### src/rtl/uart_pkg.sv
// rtl/uart_pkg.sv - shared states and ASCII constants for the time-frame sender
//
// Purpose: common definitions for uart_time_sender and its digit converter.
// Ports:   none (package).

package uart_pkg;

   typedef enum logic [1:0] {
      IDLE      = 2'd0,
      SEND      = 2'd1,
      WAIT_DONE = 2'd2,
      FIN       = 2'd3
   } state_t;

   localparam logic [7:0] ASCII_0     = 8'h30;
   localparam logic [7:0] ASCII_COLON = 8'h3A;
   localparam logic [7:0] ASCII_DOT   = 8'h2E;
   localparam logic [7:0] ASCII_CR    = 8'h0D;
   localparam logic [7:0] ASCII_LF    = 8'h0A;

   localparam int FRAME_LEN = 13;

endpackage

### src/rtl/uart_time_sender_bin2ascii_2dig.sv
// rtl/uart_time_sender_bin2ascii_2dig.sv - binary 0..127 to two ASCII decimal digits
//
// Purpose: converts one time field to tens/units ASCII characters; values
//          above 99 saturate to "99".
// Ports:
//   value  in   7  binary field value
//   tens   out  8  ASCII tens digit
//   units  out  8  ASCII units digit

module bin2ascii_2dig
   import uart_pkg::*;
(
   input  logic [6:0] value,
   output logic [7:0] tens,
   output logic [7:0] units
);

   logic [6:0] sat;
   logic [6:0] tens_bin;
   logic [6:0] units_bin;

   always_comb begin
      sat       = (value > 7'd99) ? 7'd99 : value;
      tens_bin  = sat / 7'd10;
      units_bin = sat % 7'd10;
      tens      = ASCII_0 + {1'b0, tens_bin};
      units     = ASCII_0 + {1'b0, units_bin};
   end

endmodule

### src/rtl/uart_time_sender.sv
// rtl/uart_time_sender.sv - serialises a time snapshot as "HH:MM:SS.CC\r\n" to the UART TX
//
// Purpose: on send_req, captures the time fields and issues the 13-byte ASCII
//          frame one byte at a time over the UART TX start/busy/done handshake,
//          aborting the frame if any byte waits TIMEOUT_CYC cycles.
// Ports:
//   clk       in   1  system clock
//   rst       in   1  asynchronous active-high reset
//   send_req  in   1  one-cycle request to send the current time
//   i_hour    in   5  hours
//   i_min     in   6  minutes
//   i_sec     in   6  seconds
//   i_csec    in   7  centiseconds
//   tx_busy   in   1  UART TX busy
//   tx_done   in   1  UART TX byte-complete pulse
//   tx_start  out  1  one-cycle start pulse to UART TX
//   tx_data   out  8  byte to transmit
//   busy      out  1  frame in progress
//   done      out  1  one-cycle pulse after the last byte completes
//   err       out  1  one-cycle pulse on timeout abort

module uart_time_sender
   import uart_pkg::*;
#(
   parameter int TIMEOUT_CYC = 200_000
)
(
   input  logic       clk,
   input  logic       rst,
   input  logic       send_req,
   input  logic [4:0] i_hour,
   input  logic [5:0] i_min,
   input  logic [5:0] i_sec,
   input  logic [6:0] i_csec,
   input  logic       tx_busy,
   input  logic       tx_done,
   output logic       tx_start,
   output logic [7:0] tx_data,
   output logic       busy,
   output logic       done,
   output logic       err
);

   localparam int               CNT_W    = $clog2(TIMEOUT_CYC);
   localparam logic [CNT_W-1:0] CNT_MAX  = CNT_W'(TIMEOUT_CYC - 1);
   localparam logic [3:0]       LAST_IDX = 4'(FRAME_LEN - 1);

   state_t           state;
   logic [3:0]       index;
   logic [3:0]       next_index;
   logic [CNT_W-1:0] tmo_cnt;
   logic             timeout;

   logic [4:0] snap_hour;
   logic [5:0] snap_min;
   logic [5:0] snap_sec;
   logic [6:0] snap_csec;

   logic [6:0] f_hour;
   logic [6:0] f_min;
   logic [6:0] f_sec;
   logic [6:0] f_csec;

   logic [7:0] hour_t, hour_u, min_t, min_u, sec_t, sec_u, csec_t, csec_u;
   logic [7:0] frame [16];

   // While idle the converters look at the live inputs so that byte 0 can be
   // loaded into tx_data on the same edge that captures the snapshot.
   always_comb begin
      if (state == IDLE) begin
         f_hour = {2'b00, i_hour};
         f_min  = {1'b0, i_min};
         f_sec  = {1'b0, i_sec};
         f_csec = i_csec;
      end else begin
         f_hour = {2'b00, snap_hour};
         f_min  = {1'b0, snap_min};
         f_sec  = {1'b0, snap_sec};
         f_csec = snap_csec;
      end
   end

   bin2ascii_2dig u_hour (.value(f_hour), .tens(hour_t), .units(hour_u));
   bin2ascii_2dig u_min  (.value(f_min),  .tens(min_t),  .units(min_u));
   bin2ascii_2dig u_sec  (.value(f_sec),  .tens(sec_t),  .units(sec_u));
   bin2ascii_2dig u_csec (.value(f_csec), .tens(csec_t), .units(csec_u));

   always_comb begin
      for (int i = 0; i < 16; i++) begin
         frame[i] = 8'h00;
      end
      frame[0]  = hour_t;
      frame[1]  = hour_u;
      frame[2]  = ASCII_COLON;
      frame[3]  = min_t;
      frame[4]  = min_u;
      frame[5]  = ASCII_COLON;
      frame[6]  = sec_t;
      frame[7]  = sec_u;
      frame[8]  = ASCII_DOT;
      frame[9]  = csec_t;
      frame[10] = csec_u;
      frame[11] = ASCII_CR;
      frame[12] = ASCII_LF;
   end

   assign next_index = index + 4'd1;
   assign timeout    = (tmo_cnt == CNT_MAX);

   always_ff @(posedge clk or posedge rst) begin
      if (rst) begin
         state     <= IDLE;
         index     <= 4'd0;
         tmo_cnt   <= '0;
         snap_hour <= '0;
         snap_min  <= '0;
         snap_sec  <= '0;
         snap_csec <= '0;
         tx_start  <= 1'b0;
         tx_data   <= 8'h00;
         busy      <= 1'b0;
         done      <= 1'b0;
         err       <= 1'b0;
      end else begin
         tx_start <= 1'b0;
         done     <= 1'b0;
         err      <= 1'b0;

         case (state)
            IDLE: begin
               if (send_req) begin
                  snap_hour <= i_hour;
                  snap_min  <= i_min;
                  snap_sec  <= i_sec;
                  snap_csec <= i_csec;
                  index     <= 4'd0;
                  tmo_cnt   <= '0;
                  tx_data   <= frame[0];
                  busy      <= 1'b1;
                  state     <= SEND;
               end
            end

            SEND: begin
               if (timeout) begin
                  err   <= 1'b1;
                  busy  <= 1'b0;
                  index <= 4'd0;
                  state <= IDLE;
               end else begin
                  tmo_cnt <= tmo_cnt + 1'b1;
                  if (!tx_busy) begin
                     tx_start <= 1'b1;
                     state    <= WAIT_DONE;
                  end
               end
            end

            WAIT_DONE: begin
               if (timeout) begin
                  err   <= 1'b1;
                  busy  <= 1'b0;
                  index <= 4'd0;
                  state <= IDLE;
               end else if (tx_done && !tx_start) begin
                  // A done coincident with our own start pulse belongs to an
                  // earlier transfer and is ignored.
                  if (index == LAST_IDX) begin
                     done  <= 1'b1;
                     busy  <= 1'b0;
                     state <= FIN;
                  end else begin
                     index   <= next_index;
                     tx_data <= frame[next_index];
                     tmo_cnt <= '0;
                     state   <= SEND;
                  end
               end else begin
                  tmo_cnt <= tmo_cnt + 1'b1;
               end
            end

            FIN: begin
               index <= 4'd0;
               state <= IDLE;
            end

            default: state <= IDLE;
         endcase
      end
   end

endmodule

### config.mk
export PLATFORM = sky130hd
export DESIGN_NAME = uart_time_sender
export DESIGN_NICKNAME = d
export VERILOG_FILES = /design/src/rtl/uart_pkg.sv /design/src/rtl/uart_time_sender_bin2ascii_2dig.sv /design/src/rtl/uart_time_sender.sv
export SDC_FILE = /design/constraint.sdc
export NUM_CORES = 1
export LEC_CHECK = 0
export ABC_CLOCK_PERIOD_IN_PS = 10100
export CAP_MARGIN = 15
export CORE_ASPECT_RATIO = 1.2
export CORE_MARGIN = 2
export CORE_UTILIZATION = 50
export CTS_CLUSTER_DIAMETER = 40
export DETAILED_ROUTE_END_ITERATION = 12
export HOLD_SLACK_MARGIN = 0.12
export PLACE_DENSITY = 0.69
export SYNTH_ARGS = -nofsm -noshare
export SYNTH_HDL_FRONTEND = slang
export SYNTH_SLANG_ARGS = --single-unit
### constraint.sdc
create_clock -name clk -period 10.1 [get_ports clk]
set_clock_uncertainty 0.1 [all_clocks]
set_input_delay 1.515 -clock clk [delete_from_list [all_inputs] [get_ports clk]]
set_output_delay 1.515 -clock clk [all_outputs]
set_load 0.01 [all_outputs]
* Word-level counts from Yosys, hierarchy flattened
Cells that the tools add are included. Widths: inputs -> output; s select.
Word-level totals: word-level logic and storage cells 114, bits in registers 60
Operators by class: order comparisons 5, muxes and demuxes 50, equality and inequality tests 16, reduce and logical (&&, ||, !) cells 12, bitwise operators 1, divide/modulo/power cells 8, add/sub/neg operators 10
Operator list (count):
- $mux 18 | 5
- $add 6x7->8 const A | 8
- $pmux 18 s3 | 1
- $mux 8 | 6
- $mux 7 | 5
- $bmux 8 s4 | 1
- $div 7x4->7 const B | 4
- $mod 7x4->7 const B | 4
- $mux 4 | 5
- $add 18x1->18 const B | 1
- $eq 18x18->1 const B | 1
- $pmux 4 s4 | 1
- $pmux 8 s2 | 1
- $ne 3x3->1 const B | 5
- $reduce_and 5->1 | 3
- $gt 6x7->1 const B | 2
- $mux 1 | 14
- $mux 2 | 6
- $mux 6 | 2
- $ne 2x2->1 const B | 6
- $pmux 2 s4 | 1
- $gt 5x7->1 const B | 1
- $gt 7x7->1 const B | 1
- $ge 5x5->1 const B | 1
- other kinds (16) | 17

* Logic depth before layout (Yosys ltp)
Gate-level depths: netlist of the first run.
depth in word-level cells 13, depth in mapped cells 31, mapped depth without buffers 27

* Modules after synthesis
A second synthesis of the first run with hierarchy kept.
Second synthesis, totals: cells, all modules 895, area total of the unflattened synthesis 7379.6 um2
Modules (own cells, without submodules):
- uart_time_sender | area an instance 3887.5 um2, cells each 397, instances 1, seq. area each 1501.4 um2
- bin2ascii_2dig (u_csec ...) | area an instance 875.8 um2, cells each 120, instances 3, seq. area each 0.0 um2
- bin2ascii_2dig (u_sec) | area an instance 864.6 um2, cells each 138, instances 1, seq. area each 0.0 um2

* Worst setup path after synthesis of the first run
Ideal clock, no wire load.
path kind input to register, from input port i_sec[3], to register tx_data[5], data arrival time 5.566 ns, stages 24, required time 9.849 ns, library setup time 0.151 ns, buffers on the path 0, setup slack 4.283 ns, cells stage by stage mux2_2 > ha_1 > or3b_1 > o22ai_1 > or3_1 > nand2_1 > ha_1 > o21a_1 > o211a_1 > o21ai_0 > and2_1 > ha_1 > o31ai_1 > nand2_1 > o22a_1 > nor3b_2 > nor2_1 > xnor2_1 > ha_1 > nand2_1 > o22ai_1 > a21oi_1 > o22ai_1 > a31oi_1
On the way: longest elaborated chain between the ends 12, elaborated cells between the ends (all ways) 14
RTL lines:
- start, declared | line uart_time_sender.sv:33 | input logic [5:0] i_sec,
- $mux 6 (*) | line uart_time_sender.sv:70 | if (state == IDLE) begin
- $gt 6x7->1 | line uart_time_sender_bin2ascii_2dig.sv:23 | sat = (value > 7'd99) ? 7'd99 : value;
- $mux 7 (*) | line uart_time_sender_bin2ascii_2dig.sv:23
- $mod 7x4->7 / $div 7x4->7 (equally long branches) | line uart_time_sender_bin2ascii_2dig.sv:25, uart_time_sender_bin2ascii_2dig.sv:24
- $add 6x7->8, on equally long branches | line uart_time_sender_bin2ascii_2dig.sv:27, uart_time_sender_bin2ascii_2dig.sv:26
- $bmux 8 s4 (*) | line uart_time_sender.sv:174 | tx_data <= frame[next_index];
- $mux 8 (implied by the code) (*) (2 in series) | line uart_time_sender.sv:174
- $mux 8 (*) | line uart_time_sender.sv:168 | if (index == LAST_IDX) begin
- $mux 8 (*) | line uart_time_sender.sv:165 | end else if (tx_done && !tx_start) begin
- $mux 8 (*) | line uart_time_sender.sv:160 | if (timeout) begin
- $pmux 8 s2 (*) | line uart_time_sender.sv:129 | case (state)
- end signal, assigned | line uart_time_sender.sv:138 | tx_data <= frame[0];
- end signal, assigned | line uart_time_sender.sv:174
- end, declared | line uart_time_sender.sv:38 | output logic [7:0] tx_data,
Every way passes the cells marked *; elsewhere a longest branch is shown, timed or not. The select of a mux whose other input is x is not followed. A chain may end at the register's enable or synchronous reset.

* Final worst setup path of the first run
from register state[1], to register tx_data[5]
On the way: longest elaborated chain between the ends 13, elaborated cells between the ends (all ways) 44
RTL lines:
- start, declared | line uart_time_sender.sv:48 | state_t state;
- start signal, assigned | line uart_time_sender.sv:112 | state <= IDLE;
- start signal, assigned | line uart_time_sender.sv:140 | state <= SEND;
- start signal, assigned | line uart_time_sender.sv:149 | state <= IDLE;
- $logic_not 2->1 | line uart_time_sender.sv:70, uart_time_sender.sv:129
- $mux 7 (tied with other cells) | line uart_time_sender.sv:70
- $gt 7x7->1 (tied with other cells) | line uart_time_sender_bin2ascii_2dig.sv:23
- $mux 7 | line uart_time_sender_bin2ascii_2dig.sv:23
- $mod 7x4->7 / $div 7x4->7 (equally long branches) | line uart_time_sender_bin2ascii_2dig.sv:25, uart_time_sender_bin2ascii_2dig.sv:24
- $add 6x7->8, on equally long branches | line uart_time_sender_bin2ascii_2dig.sv:27, uart_time_sender_bin2ascii_2dig.sv:26
- $bmux 8 s4 | line uart_time_sender.sv:174
- $mux 8 (implied by the code) (2 in series) | line uart_time_sender.sv:174
- $mux 8 | line uart_time_sender.sv:168
- $mux 8 | line uart_time_sender.sv:165
- $mux 8 | line uart_time_sender.sv:160
- $pmux 8 s2 | line uart_time_sender.sv:129
Several ways; a longest one is shown, not always the timed one. The select of a mux whose other input is x is not followed.

==> impl.org, run 1 <==
** STA
- Achievable clock frequency :: between 100 and 150 MHz
- Setup repair after global routing left no endpoint under its margin.
- The worst pin sits at a relative slew slack of about 38%.
- Counting I/O delays and the setup requirement, the final critical path takes roughly 7 ns.
- Endpoints failing hold :: 0
- Worst-margin pin slew :: 0.9338 ns
- After layout, the worst path uses between 70% and 80% of the clock period.
- Pins Over Slew Limit :: 0
- Setup violations remaining at the end of the flow were counted as 0.
- Setup_tns :: 0 ns

** Critical path
- Data on the critical path arrives at its endpoint at about 7 ns.
- Data on the critical path is required at its endpoint by 10.18 ns.
- The startpoint identified for the worst register-to-register timing path is state[1].
- For flop-to-flop paths, the worst setup slack is 3.00 ns.
- The critical path is of the flop to flop type.
- The worst register-to-register path ends at tx_data[5].
- The worst setup path is launched from a flop.
- Measured in cells, the most critical reg-to-reg path has a length of 27.
- CP Capture Point :: tx_data[5]
- Tracing the worst setup path back leads to its startpoint at state[1].
- Of all nets on the critical path, the largest fanout is 44.
- Crit. End Element :: flop

** Floorplanning
- The floorplan step defined a core boundary enclosing ~12000 um^2.
- Effective utilization at floorplan :: about half
- Number of rows in the core area :: 44
- The die is 124.8 um tall.
- Die ar. :: between 10000 and 15000 um^2
- Die W :: 104.6 um
- I/O pin count :: 41

** Detailed routing
- Initial DRC count :: 420
- Total detailed-routing wirelength :: approximately 16000 um
- The first TritonRoute pass finished after 6 iterations.
- Total number of vias :: 5923
- The count of nets left with antenna violations once routing finished came out at 0.
- Mean routed wirelength per cell :: approximately 17 um
- In the routed design, unresolved DRC markers number 0.
- Vias/cell :: ~6.3

** Outcome
- The flow ran to the end, and the final reports show no timing, DRC or antenna violations.

** Layout
- Non-filler instance count after layout :: 947
- Cells with a size suffix above 1 make up approximately 8.9% of the layout.
- Number of antenna repair diodes :: 0
- # nets final :: about 840
- The layout has around 1.1k filler cells.
- Once layout is done, the placed cells without fillers occupy 6867 um^2.
- Measured on the finished design, the core utilization comes to 57.21%.
- Area delta synth->final :: 12.99%

** Yosys
- For this run, asynchronously set or reset flops after synthesis account for 100.0%.
- Area share of the largest cell type after synthesis :: around a quarter
- Synthesis produced approximately 760 cells.
- The largest total area in the synthesized netlist belongs to sky130_fd_sc_hd__dfrtp_1.
- Sequential share of the synthesized area :: 24.71%
- The Yosys step of the flow raised 0 warnings.
- Number of flip-flops and latches in the synthesized netlist :: 60
- Distinct cell type count of the synthesized netlist :: 90
- After synthesis, the mean cell area works out to approximately 8 um^2.
- In this run, synthesis inferred 0 flip-flops with an integrated enable.
- Area of the mapped netlist :: ~6100 um^2
- Cells taking the most area after synthesis :: sky130_fd_sc_hd__dfrtp_1 25%, sky130_fd_sc_hd__ha_1 6.4%, sky130_fd_sc_hd__mux2_2 5.7%
- Prevailing post-synth register cell :: sky130_fd_sc_hd__dfrtp_1
- Nets in the synthesized netlist :: 822

** GRT
- After global routing the overflow that remains totals 0.
- The number of global-route vias before repair came to slightly below 6k.
- Pin count of the biggest net entering global routing :: approximately 60
- Global routing used between 20% and 30% of the available tracks.
- Wire length of the first global-routing pass :: 26850 um
- Number of antenna violations at the first check in global routing :: 0

** Placed design
- Placed Instances :: between 900 and 1k
- Routability-driven placement finished with a final weighted congestion of approximately 0.92.
- Post-placement cell area :: 6535 um^2
- Once detailed placement completed, the half-perimeter wirelength came to approximately 11000 um.
- Quantity of I/O buffers inserted on ports :: 40

** Clock tree
- Clock slew at reported path FFs :: approximately 0.050 ns
- CTS Buf Count :: 9
- In this run, post-CTS hold repair placed 0 buffers.
- CTS max path bufs :: 2
- The root buffer cell chosen for the clock tree is sky130_fd_sc_hd__clkbuf_16.
- Clk sinks :: 60
- The number of gates resized after CTS was 0.
- Insertion delay of the later-clocked pin in the worst-skew pair :: roughly 0.33 ns
- H-tree depth :: 3
- CTS tree :: yes
- Post-CTS Setup Repair Bufs :: 0

** Min path
- The worst hold path belongs to the class flop to flop.

** Run
- Max-cap viol count :: 0
-- worst min path at each step --
stage	from	to	slack (ns)	cells after the start
3_3_place_gp	tx_data[6]	tx_data[6]	0.38	2
2_1_floorplan	tmo_cnt[5]	tmo_cnt[5]	0.36	1
5_1_grt	snap_hour[4]	snap_hour[4]	0.42	1
4_1_cts	tmo_cnt[4]	tmo_cnt[4]	0.40	1
3_5_place_dp	tx_data[0]	tx_data[0]	0.38	2
6_report	tx_data[0]	tx_data[0]	0.40	2
-- placed cells by master, fill, tap and decap left out, types with 4 or more instances in the layout --
master,n
sky130_fd_sc_hd__a32o_1,4
sky130_fd_sc_hd__ha_1,30
sky130_fd_sc_hd__nor2b_1,6
sky130_fd_sc_hd__mux2_2,31
sky130_fd_sc_hd__dfrtp_1,60
sky130_fd_sc_hd__nor3b_1,6
sky130_fd_sc_hd__o31ai_1,9
sky130_fd_sc_hd__xor2_1,5
sky130_fd_sc_hd__o21a_1,4
sky130_fd_sc_hd__o211ai_1,10
sky130_fd_sc_hd__nand2_1,81
sky130_fd_sc_hd__a31oi_1,11
sky130_fd_sc_hd__nor4b_1,6
sky130_fd_sc_hd__nand3b_1,9
sky130_fd_sc_hd__nor2_1,62
sky130_fd_sc_hd__nor3_1,24
sky130_fd_sc_hd__clkbuf_16,9
sky130_fd_sc_hd__nand3_1,26
sky130_fd_sc_hd__a211oi_1,10
sky130_fd_sc_hd__a21o_1,7
sky130_fd_sc_hd__o21ai_0,64
sky130_fd_sc_hd__or3_1,5
sky130_fd_sc_hd__mux2i_1,27
sky130_fd_sc_hd__o22ai_1,7
sky130_fd_sc_hd__inv_1,40
sky130_fd_sc_hd__xnor2_1,17
sky130_fd_sc_hd__and3_1,15
sky130_fd_sc_hd__and2_1,10
sky130_fd_sc_hd__a21oi_1,41
sky130_fd_sc_hd__a32oi_1,5
sky130_fd_sc_hd__o22a_1,4
sky130_fd_sc_hd__clkdlybuf4s50_1,40
-- metrics by stage --
stage | hold slack [ns] | setup slack, ns
after global routing | 0.4212 | 2.612
after floorplan | 0.3560 | 4.283
after CTS | 0.4005 | 3.096
after detailed placement | 0.3831 | 3.041
after global placement | 0.3776 | 3.191
final | 0.4025 | 3.005
-- final cells by class --
cell class	count	area, um^2	area share, %
multi-input cells	626	4259	62.03
repair buffers	43	442.9	6.450
clock buffers	14	274.0	3.991
flip-flops and latches	60	1501	21.87
clock inverters	1	30.03	0.4373
well taps	161	201.4	2.934
inverters	42	157.7	2.296
-- synth_stat cells (11+ instances only) --
cell,number
sky130_fd_sc_hd__nor2_1,62
sky130_fd_sc_hd__and3_1,15
sky130_fd_sc_hd__mux2i_1,27
sky130_fd_sc_hd__o21ai_0,64
sky130_fd_sc_hd__nand3_1,26
sky130_fd_sc_hd__clkbuf_1,20
sky130_fd_sc_hd__mux2_2,31
sky130_fd_sc_hd__inv_1,41
sky130_fd_sc_hd__a31oi_1,11
sky130_fd_sc_hd__a21oi_1,41
sky130_fd_sc_hd__dfrtp_1,60
sky130_fd_sc_hd__nand2_1,81
sky130_fd_sc_hd__xnor2_1,17
sky130_fd_sc_hd__ha_1,31
sky130_fd_sc_hd__nor3_1,24
-- registers in the layout (all words and copies together), names as in the netlist --
signal / cells
busy: 1
done: 1
err: 1
index: 4
snap_csec: 7
snap_hour: 5
snap_min: 6
snap_sec: 6
state: 2
tmo_cnt: 18
tx_data: 8
tx_start: 1
-- critical path, stage by stage, from the launching register on --
cell,delay [ns]
sky130_fd_sc_hd__dfrtp_1,0.40
sky130_fd_sc_hd__inv_1,0.09
sky130_fd_sc_hd__ha_2,0.80
sky130_fd_sc_hd__buf_4,0.47
sky130_fd_sc_hd__mux2_2,0.43
sky130_fd_sc_hd__ha_1,0.23
sky130_fd_sc_hd__or3b_1,0.40
sky130_fd_sc_hd__o22ai_1,0.31
sky130_fd_sc_hd__o21ai_0,0.17
sky130_fd_sc_hd__nand2_1,0.14
sky130_fd_sc_hd__ha_1,0.26
sky130_fd_sc_hd__inv_1,0.10
sky130_fd_sc_hd__o211a_1,0.26
sky130_fd_sc_hd__o21ai_0,0.24
sky130_fd_sc_hd__and2_1,0.26
sky130_fd_sc_hd__ha_1,0.25
sky130_fd_sc_hd__o31ai_1,0.11
sky130_fd_sc_hd__nand2_1,0.12
sky130_fd_sc_hd__o22a_1,0.17
sky130_fd_sc_hd__nor3b_2,0.43
sky130_fd_sc_hd__nor2_1,0.12
sky130_fd_sc_hd__xnor2_1,0.15
sky130_fd_sc_hd__ha_1,0.30
sky130_fd_sc_hd__nand2_1,0.05
sky130_fd_sc_hd__o22ai_1,0.19
sky130_fd_sc_hd__a21oi_1,0.11
sky130_fd_sc_hd__o22ai_1,0.17
sky130_fd_sc_hd__a31oi_1,0.10
-- per-layer routing --
layer / wire (um) / track usage, % / up-vias
met2: 8054 / 44.64 / 162
met5: 0 / 0 / -
li1: - / - / 2878
met3: 645 / 4.553 / 40
met4: 491 / 10.59 / 0
met1: 6560 / 28.06 / 2843
-- logic make-up after synthesis --
family	Yosys count	synth area share [%]
AND/OR/NAND/NOR	278	23.08
AO/OA/AOI/OAI	235	26.79
buffers and inverters	76	5.250
flip-flops	60	24.71
multiplexers	59	10.44
adder cells (fa/ha/maj)	32	6.568
XOR/XNOR	22	3.171
Power of run 1 is not shown: default switching activity piles up to over one toggle a cycle in this logic, so the estimate is an artifact.
==> inputs of run 2 (changes only) <==
Settings changed: ABC_CLOCK_PERIOD_IN_PS 10100 to 5900, PLACE_DENSITY 0.69 to 0.72.
Clock period 10.1 ns to 5.9 ns, I/O delays scaled along.
==> run 2 against run 1 <==
Sequential share of layout area down 0.57 points. Critical endpoint unchanged. Highest routed layer unchanged. Largest cell class unchanged. Die area unchanged. Register-to-register slack worse by 2.7 ns. Core utilization up 1.5 points. Wire length up 4.9%.
==> impl.org, run 2 (synthesis results as in run 1) <==
** STA
- The final hold slack is 0.3846 ns (-0.01792 ns).
- Worst-margin pin slew :: 1.036 ns (+0.1024 ns)
- Pins Over Slew Limit :: 0 (unchanged)
- The number of endpoints failing setup at the final stage was 0 (unchanged).
- Achievable clock frequency :: between 150 and 200 MHz
- Post-layout minimum cycle time :: between 5 and 6 ns
- The headroom to the max-slew limit was 30.75% (-7.0 points).
- Endpoints failing hold :: 0 (unchanged)
- The worst path uses between 90% and 100% of the clock period.
- The final worst-path setup slack is 0.2833 ns (-2.722 ns).
- The final sum of negative setup slack was 0 ns (unchanged).

** Critical path
- Data arrival at the endpoint of the critical path :: 5.70 ns (-1.47 ns)
- CP bufs+invs :: 3 (unchanged)
- Delay of the slowest cell on the worst path :: 0.43 ns (-0.37 ns)
- Data required time at the worst endpoint :: 5.98 ns (-4.20 ns)
- The worst setup path is captured at a flop.
- Largest delay contributor family on the critical path :: compound AO/OA/AOI/OAI gates
- Depth of the most critical reg-to-reg path :: 26 (-3.7%)
- The register-to-register path setup slack is 0.33 ns (-2.67 ns).
- Cell seen most often among critical-path stages :: sky130_fd_sc_hd__ha_1
- Critical-path top delay cell :: sky130_fd_sc_hd__clkdlybuf4s50_1
- STA classifies the critical path startpoint as an input port.
- The peak fanout along the critical path was 5 (-89%).
- Worst path cell trace :: clkdlybuf4s50_1 > mux2_2 > inv_1 > ha_1 > o211ai_1 > a221o_1 > ha_1 > nor4b_1 > a311o_1 > o211ai_1 > a31oi_2 > nor2_2 > ha_1 > o31ai_1 > a21oi_2 > nor2_1 > xnor2_1 > inv_1 > ha_1 > nand2_1 > o22ai_1 > a21oi_1 > o22ai_1 > a31oi_1
- The worst register-to-register path begins at state[1].
- CP Capture Point :: tx_data[5]
- Critical setup path kind :: input port to flop
- R2R Path End :: tx_data[5]
- The most critical setup path has its startpoint at i_min[4].
- Instance count on the critical path :: 24 (-11%)

** Clock tree
- The number of buffers on the longest clock path came to 2 (unchanged).
- TritonCTS built the clock tree.
- The depth of the CTS H-tree came to 3 (unchanged).
- Insertion delay of the later-clocked pin in the worst-skew pair :: 0.34 ns (about the same)
- The number of clock sinks was 60 (unchanged).
- CTS Buf Count :: 9 (unchanged)
- The number of hold buffers added after CTS came to 0 (unchanged).
- The CTS clock-pin slew for the worst setup and hold paths was 0.05 ns (about the same).
- In this run the clock root is driven by a sky130_fd_sc_hd__clkbuf_16.

** Layout
- Commonest non-fill, non-tap cell in the layout :: sky130_fd_sc_hd__nand2_1
- The final antenna diode count was 0 (unchanged).
- The share of layout cells above drive strength 1 was 12.81% (+3.9 points).
- Final core occ :: 58.75% (+1.5 points)
- The number of flip-flops under the largest register name was 18 (unchanged).
- More flip-flops sit in one register than any other, and that register is tmo_cnt.
- The number of filler cells placed in the layout is 1120 (-1.2%).
- The library cells used most frequently in the layout, excluding fill and tap cells, are 81 x sky130_fd_sc_hd__nand2_1, 62 x sky130_fd_sc_hd__o21ai_0, 61 x sky130_fd_sc_hd__nor2_1.
- # nets final :: 869 (+3.2%)
- Relative to the synthesized area, the layout overhead comes to 16.02%.
- Largest registers ranked by flip-flop count :: tmo_cnt x18, tx_data x8, snap_csec x7

** Placed design
- Quantity of I/O buffers inserted on ports :: 40 (unchanged)
- The post-placement setup slack was -0.09922 ns (-3.140 ns).
- The HPWL after detailed placement is 11940 um (+4.0%).
- Weighted congestion at the end of routability-driven global placement :: 0.9447 (+3.1%)

** Detailed routing
- Mean routed wirelength per cell :: 16.99 um (+2.1%)
- Total detailed-routing wirelength :: 16530 um (+4.9%)
- The first-iteration detailed-routing DRC count was 381 (-9.3%).
- Residual antenna-violating net count after detailed routing :: 0 (unchanged)
- Drt first pass iters :: 7 (+1)
- The overall via count from detail_route is 6190 (+4.5%).
- The final routed DRC violation total is 0 (unchanged).
- Vias/cell :: 6.362 (+1.7%)

** Outcome
- The flow ran to the end, and the final reports show no timing, DRC or antenna violations.

** GRT
- Gr usage total :: 25.41% (+0.78 points)
- Residual overflow from global routing :: 0 (unchanged)
- The wire length of the first global-routing pass was 27800 um (+3.5%).
- Number of antenna violations at the first check in global routing :: 0 (unchanged)
- The number of global-route vias before repair is 5922 (+1.5%).
- Pin count of the biggest net entering global routing :: 61 (unchanged)

** Floorplanning
- The initial core utilization came to 50.64% (unchanged).
- The height of the chip was 124.8 um (unchanged).
- Core area :: 12000 um^2 (unchanged)
- The overall die area came to 13060 um^2 (unchanged).
- The number of I/O pins was 41 (unchanged).
- Die W :: 104.6 um (unchanged)
- Number of rows in the core area :: 44 (unchanged)

** Run
- The reported max-cap violation count was 0 (unchanged).

** Min path
- In this run the worst hold path is classified as flop to flop.
[run 2: how the worst min path moves through the flow]
| stage | end | slack, ns | cells past startpoint | start |
|---|---|---|---|---|
| after detailed placement | tx_data[6] | 0.38 | 2 | tx_data[6] |
| final | tx_data[6] | 0.38 | 2 | tx_data[6] |
| after floorplan | tmo_cnt[5] | 0.36 | 1 | tmo_cnt[5] |
| after global placement | tx_data[0] | 0.38 | 2 | tx_data[0] |
| after global routing | tmo_cnt[5] | 0.42 | 1 | tmo_cnt[5] |
| after CTS | tx_data[6] | 0.39 | 2 | tx_data[6] |
[run 2: layer usage]
layer  vias up  share of wire, %  global-route usage [%]
li1       2926                 -                       -
met1      2998                42                   30.86
met2       219                51                   45.10
met3        47               5.1                   3.454
met4         0               2.7                   10.20
met5         -                 0                       0
[run 2: timing repair]
action	CTS	global route
buffers inserted	0	10
setup endpoints to repair	0	6
gates resized for setup	0	11
[run 2: area by class of cell]
cell class                 instances  area, um^2  area share [%]
tap                              161       201.4           2.857
inverter                          42       157.7           2.236
clock buffer                       9       225.2           3.194
multi-input combinational        626        4304           61.05
clock inverter                     5       31.28          0.4437
sequential                        60        1501           21.30
timing repair buffer              70       629.4           8.926
[run 2: tightest hold or removal path, cell delays in order (launching register included)]
cell and delay, ns:
sky130_fd_sc_hd__dfrtp_1 0.33, sky130_fd_sc_hd__nand2_1 0.05, sky130_fd_sc_hd__o221ai_1 0.06
[run 2: metrics by stage]
stage / cell area (um^2) / std cells
after global routing: 7051 / 973
after floorplan: 6077 / 762
final: 7051 / 973
after CTS: 6927 / 963
after global placement: 6670 / 949
after detailed placement: 6670 / 949
Power of run 2 is left out for the same reason.
